==> config.mk <==
export PLATFORM = sky130hd
export DESIGN_NAME = freq_scan_controller
export DESIGN_NICKNAME = d
export VERILOG_FILES = /design/src/rtl/freq_meas_pkg.sv /design/src/rtl/input_sync.sv /design/src/rtl/freq_scan_controller.sv
export SDC_FILE = /design/constraint.sdc
export NUM_CORES = 1
export LEC_CHECK = 0
export BUFFER_PORTS_ARGS = -buffer_cell sky130_fd_sc_hd__buf_2
export CORE_MARGIN = 2
export CORE_UTILIZATION = 49
export CTS_CLUSTER_SIZE = 28
export DETAILED_ROUTE_END_ITERATION = 7
export PLACE_DENSITY_LB_ADDON = 0.2
export SLEW_MARGIN = 20
export SYNTH_ARGS = -nofsm -noshare
export SYNTH_HDL_FRONTEND = slang
export SYNTH_SLANG_ARGS = --single-unit
==> constraint.sdc <==
create_clock -name clock -period 2.1 [get_ports clock]
set_input_delay 0.315 -clock clock [delete_from_list [all_inputs] [get_ports clock]]
set_output_delay 0.315 -clock clock [all_outputs]
set_load 0.01 [all_outputs]
==> src/rtl/freq_meas_pkg.sv <==
// freq_meas_pkg: scheduler state encoding and default constants for the frequency scanner
package freq_meas_pkg;
    localparam int CLK_HZ = 50_000_000;
    localparam int FREQ_W = 20;
    typedef enum logic [2:0] {IDLE, CLEAR, MEASURE, CAPTURE, OUTPUT} state_t;
endpackage

==> src/rtl/input_sync.sv <==
// input_sync: two-flop synchroniser for one asynchronous input pin
module input_sync (
    input  logic clock,
    input  logic clear_all_n,
    input  logic d,
    output logic q
);
    logic meta;
    // shift the pin through two flops to settle metastability
    always_ff @(posedge clock or negedge clear_all_n)
        if (!clear_all_n) {q, meta} <= 2'b00;
        else {q, meta} <= {meta, d};
endmodule

==> src/rtl/freq_scan_controller.sv <==
// freq_scan_controller: round-robin scheduler sharing one frequency datapath among NUM_CH pins
module freq_scan_controller #(
    parameter int NUM_CH         = 4,
    parameter int CH_W           = 2,
    parameter int FREQ_W         = freq_meas_pkg::FREQ_W,
    parameter int EDGES_PER_MEAS = 3,
    parameter int TIMEOUT_CYCLES = 50_000_000,
    parameter int TMR_W          = 26
) (
    input  logic              clock,
    input  logic              clear_all_n,
    input  logic              scan_en,
    input  logic [NUM_CH-1:0] ch_mask,
    input  logic [NUM_CH-1:0] sig_in,
    input  logic [FREQ_W-1:0] freq_value,
    output logic              meas_clear,
    output logic              meas_edge,
    output logic              res_valid,
    input  logic              res_ready,
    output logic [CH_W-1:0]   res_chan,
    output logic [FREQ_W-1:0] res_freq,
    output logic              res_timeout,
    output logic              busy
);
    import freq_meas_pkg::*;
    localparam int EC_W = $clog2(EDGES_PER_MEAS + 1);
    state_t            state;
    logic [NUM_CH-1:0] sync;
    logic [CH_W-1:0]   ptr, chan, chan_inc, start, pick;
    logic              prev, edge_q, last_edge, tmo, go;
    logic [EC_W-1:0]   edge_cnt;
    logic [TMR_W-1:0]  timer;

    for (genvar g = 0; g < NUM_CH; g++) begin : g_sync
        input_sync u_sync (.clock(clock), .clear_all_n(clear_all_n), .d(sig_in[g]), .q(sync[g]));
    end

    assign chan_inc   = (int'(chan) == NUM_CH - 1) ? '0 : chan + 1'b1;
    assign start      = (state == OUTPUT) ? chan_inc : ptr;
    assign go         = scan_en && |ch_mask;
    assign meas_edge  = edge_q && state == MEASURE;
    assign last_edge  = meas_edge && edge_cnt == EC_W'(EDGES_PER_MEAS - 1);
    assign tmo        = timer == TMR_W'(TIMEOUT_CYCLES - 1);
    assign meas_clear = state == IDLE || state == CLEAR;
    assign busy       = state != IDLE;

    // first masked channel at or after start, wrapping; scanning downward lets the nearest win
    always_comb begin
        pick = start;
        for (int i = NUM_CH - 1; i >= 0; i--)
            if (ch_mask[(int'(start) + i) % NUM_CH]) pick = CH_W'((int'(start) + i) % NUM_CH);
    end

    // edge detect on the selected channel; prev follows the new channel during CLEAR so a switch never fakes an edge
    always_ff @(posedge clock or negedge clear_all_n)
        if (!clear_all_n) begin
            prev   <= 1'b0;
            edge_q <= 1'b0;
        end else begin
            prev   <= sync[chan];
            edge_q <= state == MEASURE && sync[chan] && !prev;
        end

    // scheduler: select, clear datapath, count edges against the timeout, capture, hand off
    always_ff @(posedge clock or negedge clear_all_n)
        if (!clear_all_n) begin
            state       <= IDLE;
            ptr         <= '0;
            chan        <= '0;
            edge_cnt    <= '0;
            timer       <= '0;
            res_valid   <= 1'b0;
            res_chan    <= '0;
            res_freq    <= '0;
            res_timeout <= 1'b0;
        end else begin
            case (state)
                IDLE: if (go) begin
                    chan  <= pick;
                    state <= CLEAR;
                end
                CLEAR: begin
                    edge_cnt <= '0;
                    timer    <= '0;
                    state    <= MEASURE;
                end
                MEASURE: begin
                    timer <= timer + 1'b1;
                    if (meas_edge) edge_cnt <= edge_cnt + 1'b1;
                    if (last_edge) state <= CAPTURE;
                    else if (tmo) begin
                        res_freq    <= '0;
                        res_timeout <= 1'b1;
                        res_chan    <= chan;
                        res_valid   <= 1'b1;
                        state       <= OUTPUT;
                    end
                end
                CAPTURE: begin
                    res_freq    <= freq_value;
                    res_timeout <= 1'b0;
                    res_chan    <= chan;
                    res_valid   <= 1'b1;
                    state       <= OUTPUT;
                end
                OUTPUT: if (res_ready) begin
                    res_valid <= 1'b0;
                    ptr       <= chan_inc;
                    chan      <= pick;
                    state     <= go ? CLEAR : IDLE;
                end
                default: state <= IDLE;
            endcase
        end
endmodule

==> flow_metrics.tcl <==
set metrics [dict create \
    fin_clk_skew_ns 0.006314 \
    worst_skew_pair_latency_ns 0.34 \
    slew_limit_fails 0 \
    initial_utilization 0.5111 \
    per_cell_routed_wire_length_um 15.03 \
    rr_startpoint "chan[1]" \
    ctsRootBufferMaster "sky130_fd_sc_hd__clkbuf_8" \
    p_seq_frac 0.431 \
    postRouteAntennaNets 0 \
    tritoncts.num_buffers 9 \
    number_of_placed_instances_taps_included 411 \
    internal-power_mw 2.823 \
    worst_r2r_path_depth 6 \
    leakagePower_nw 1.873 \
    placed_cell_area_mm2 0.003580 \
    route.detailed.vias_per_inst 5.514 \
    setup_viol 0 \
    final-hold-violation-count 0 \
    totalPowerFinal_mw 4.285 \
    fp.dieH_um 82.82 \
    final_design_area_no_fill_mm2 0.003812 \
    largest_driver_fanout_on_the_critical_path 3 \
    required_ns 2.33 \
    fin_crit_ns 2.050 \
    synth-seq-cells 69 \
    rows 28 \
    detail_placement_hpwl_mm 4.612 \
    min_path_type "primary input to flip-flop" \
    routed_wirelength_mm 6.431 \
    cp-start-kind "flip-flop" \
    vias 2360 \
    asyncSetResetFlopFracSynth 1.000 \
    combined_flip_flop_and_latch_cell_area_mm2 0.001727 \
    diodes 0 \
    min_from "sig_in[1]" \
    grt.total_usage 0.1985 \
    whs_path_depth 1 \
    clk_path_buf_depth 2 \
    cts.repair_timing.setup_buffer_count 0 \
    cp_data_arrival_time_ns 2.28 \
    post-synth-top-area-fraction 0.5672 \
    grt_max_degree 28 \
    clock_tree.htree_level_count 3 \
    fp.dieArea_mm2 0.006859 \
    first_global_vias 2328 \
    worstSetupEndpointType "flip-flop" \
    final.fill_count 480 \
    worst_slew_margin_rel 0.6274 \
    netSwitchingFraction 0.3413 \
    critPathLaunch "chan[1]" \
    layout-area-overhead-vs-synth_pct 25.24 \
    combPwrFrac 0.349 \
    cts.sinks 69 \
    final_layout_size_suffix_gt1_frac 0.3484 \
    fmaxAchievable_ghz 0.4878 \
    clock_tree_from_tritoncts "yes" \
    ioPinCount 59 \
    detail_route.first_pass.iterations 5 \
    layoutNonFillerInstCount 428 \
    chipWidth_um 82.82 \
    multiInputGateArea_mm2 0.001286 \
    global_route_wire_length_before_repair_mm 11.09 \
    clkSlewWorstSetupHoldPaths_ns 0.07 \
    number_of_antenna_violations_at_the_first_check_in_global_routing 0 \
    port_buffers 58 \
    peakVddDrop_v 0.0008248 \
    core_region_area_mm2 0.005956 \
    netlist_area_mm2 0.003044 \
    post-route-drc-count 0 \
    gr-total-overflow 0 \
    timing.setup.critical_path_class "flip-flop to flip-flop" \
    synth_top_cell_by_area "sky130_fd_sc_hd__dfrtp_1" \
    postSynth.topFlopCell "sky130_fd_sc_hd__dfrtp_1" \
    tightestPinTransition_ns 0.5589 \
    period_share 0.9762 \
    nets 383 \
    initialDrtViolationCount 146 \
    outcome "completed" \
    synth-edff-count 0 \
    ys_types 47 \
    post_synth_main_area_contributors "sky130_fd_sc_hd__dfrtp_1 (57%), sky130_fd_sc_hd__a22o_1 (6.0%), sky130_fd_sc_hd__mux2i_1 (4.3%)" \
    clock_power_share 0.220 \
    number_of_violations_of_the_max_capacitance_limit 0 \
    number_of_cells_produced_by_synthesis 264 \
    gp_congestion 0.8050 \
    p_switching_mw 1.462 \
    power_density_mw_per_mm2 1124 \
    synth.net_count 299 \
    number_of_warnings_printed_during_yosys_synthesis 0 \
    post_synth.cell_area_avg_um2 11.53 \
    seq_area_frac_synth 0.5672 \
]
sequential cells by signal (all words and copies together) (netlist names), 2 cells and up:
signal,flops
chan,2
edge_cnt,2
g_sync.u_sync.meta,4
g_sync.u_sync.q,4
ptr,2
res_chan,2
res_freq,20
state,3
timer,26
synth_stat cells (5+ instances only):
cell type,instances
sky130_fd_sc_hd__nand2_1,32
sky130_fd_sc_hd__dfrtp_1,69
sky130_fd_sc_hd__o21ai_0,15
sky130_fd_sc_hd__o31ai_1,6
sky130_fd_sc_hd__a22o_1,21
sky130_fd_sc_hd__nand3_1,13
sky130_fd_sc_hd__nand4_1,8
sky130_fd_sc_hd__clkbuf_1,7
sky130_fd_sc_hd__inv_1,6
sky130_fd_sc_hd__mux2i_1,13
sky130_fd_sc_hd__nor3_1,5
sky130_fd_sc_hd__nor2_1,9
sky130_fd_sc_hd__mux2_2,5
cells in the final DEF, fill, tap and decap left out, drive strengths merged, types with 3 or more instances in the layout:
master / n
or3b: 3
ha: 3
mux2i: 13
a22o: 21
and4: 3
nand4: 8
o211ai: 5
a21oi: 4
inv: 8
nand3: 13
nand2: 32
nor3: 6
mux2: 5
clkbuf: 9
o31ai: 8
dfrtp: 69
clkinvlp: 3
nor2b: 3
nor3b: 3
o21ai: 17
nor2: 9
buf: 82
kinds of logic (layout without fill, tap and decap cells):
logic type	after synthesis	after routing	share of synthesized area
simple gates	92	92	0.1665
flops	69	69	0.5672
compound gates	65	65	0.1603
mux	19	19	0.06864
buf+inv	16	105	0.02507
fa+ha+maj	3	3	0.01233
metrics by stage:
stage / utilization / hold WS, ns / setup WS [ns] / TNS (ns)
6_report: 0.6401 / 0.07501 / 0.05007 / 0
5_1_grt: 0.6401 / 0.05800 / -0.009274 / -0.01433
4_1_cts: 0.6336 / 0.06175 / 0.02630 / 0
3_5_place_dp: 0.6011 / 0.3340 / -0.04252 / -0.6894
3_3_place_gp: 0.6011 / 0.3318 / -0.02133 / -0.3063
2_1_floorplan: - / 0.01941 / 0.03613 / 0
layer usage:
layer  track usage  part of all wire
met1        0.2791              0.46
met2        0.3057              0.47
met3       0.04771             0.058
met4       0.06557            0.0064
met5             0                 0
final cells by class:
type,count,area share
flip-flops and latches,69,0.4529
multi-input cells,179,0.3374
repair buffers,83,0.1336
clock buffers,9,0.03249
well taps,75,0.02461
clock inverters,7,0.01313
inverters,6,0.005907
worst paths after layout:
check | endpoint | slack, ns
hold / removal | g_sync[1].u_sync.meta | 0.08
max in group asynchronous | g_sync[2].u_sync.q | 1.08
hold reg to reg | g_sync[0].u_sync.q | 0.35
setup / recovery | chan[1] | 0.05
setup reg to reg | chan[1] | 0.05
min in group asynchronous | timer[15] | 0.49
power by group through the flow:
stage	Sequential, mW	Clock [mW]	Combinational, mW
6_report	1.85	0.943	1.49
5_1_grt	1.89	1.03	1.65
3_5_place_dp	1.85	0	1.46
4_1_cts	1.84	0.982	1.46
2_1_floorplan	1.95	0	0.751
3_3_place_gp	1.85	0	1.42
worst max-delay path, cell delays in order, from the launching register on:
cell and delay [ns]:
sky130_fd_sc_hd__dfrtp_1 0.41, sky130_fd_sc_hd__ha_4 0.29, sky130_fd_sc_hd__or3b_2 0.45, sky130_fd_sc_hd__mux2_2 0.28, sky130_fd_sc_hd__or2_2 0.28, sky130_fd_sc_hd__a21oi_1 0.14
sky130_fd_sc_hd__o31ai_1 0.08
timing repair:
item | in CTS | in global routing
setup endpoints to repair | 20 | 30
endpoints found under the hold margin | 20 | 0
pin swaps | 1 | 0
gates cloned | 0 | 0
hold buffers | 1 | 0
gates resized for setup | 3 | 7
No activity file was read; power rests on OpenSTA's default activity.
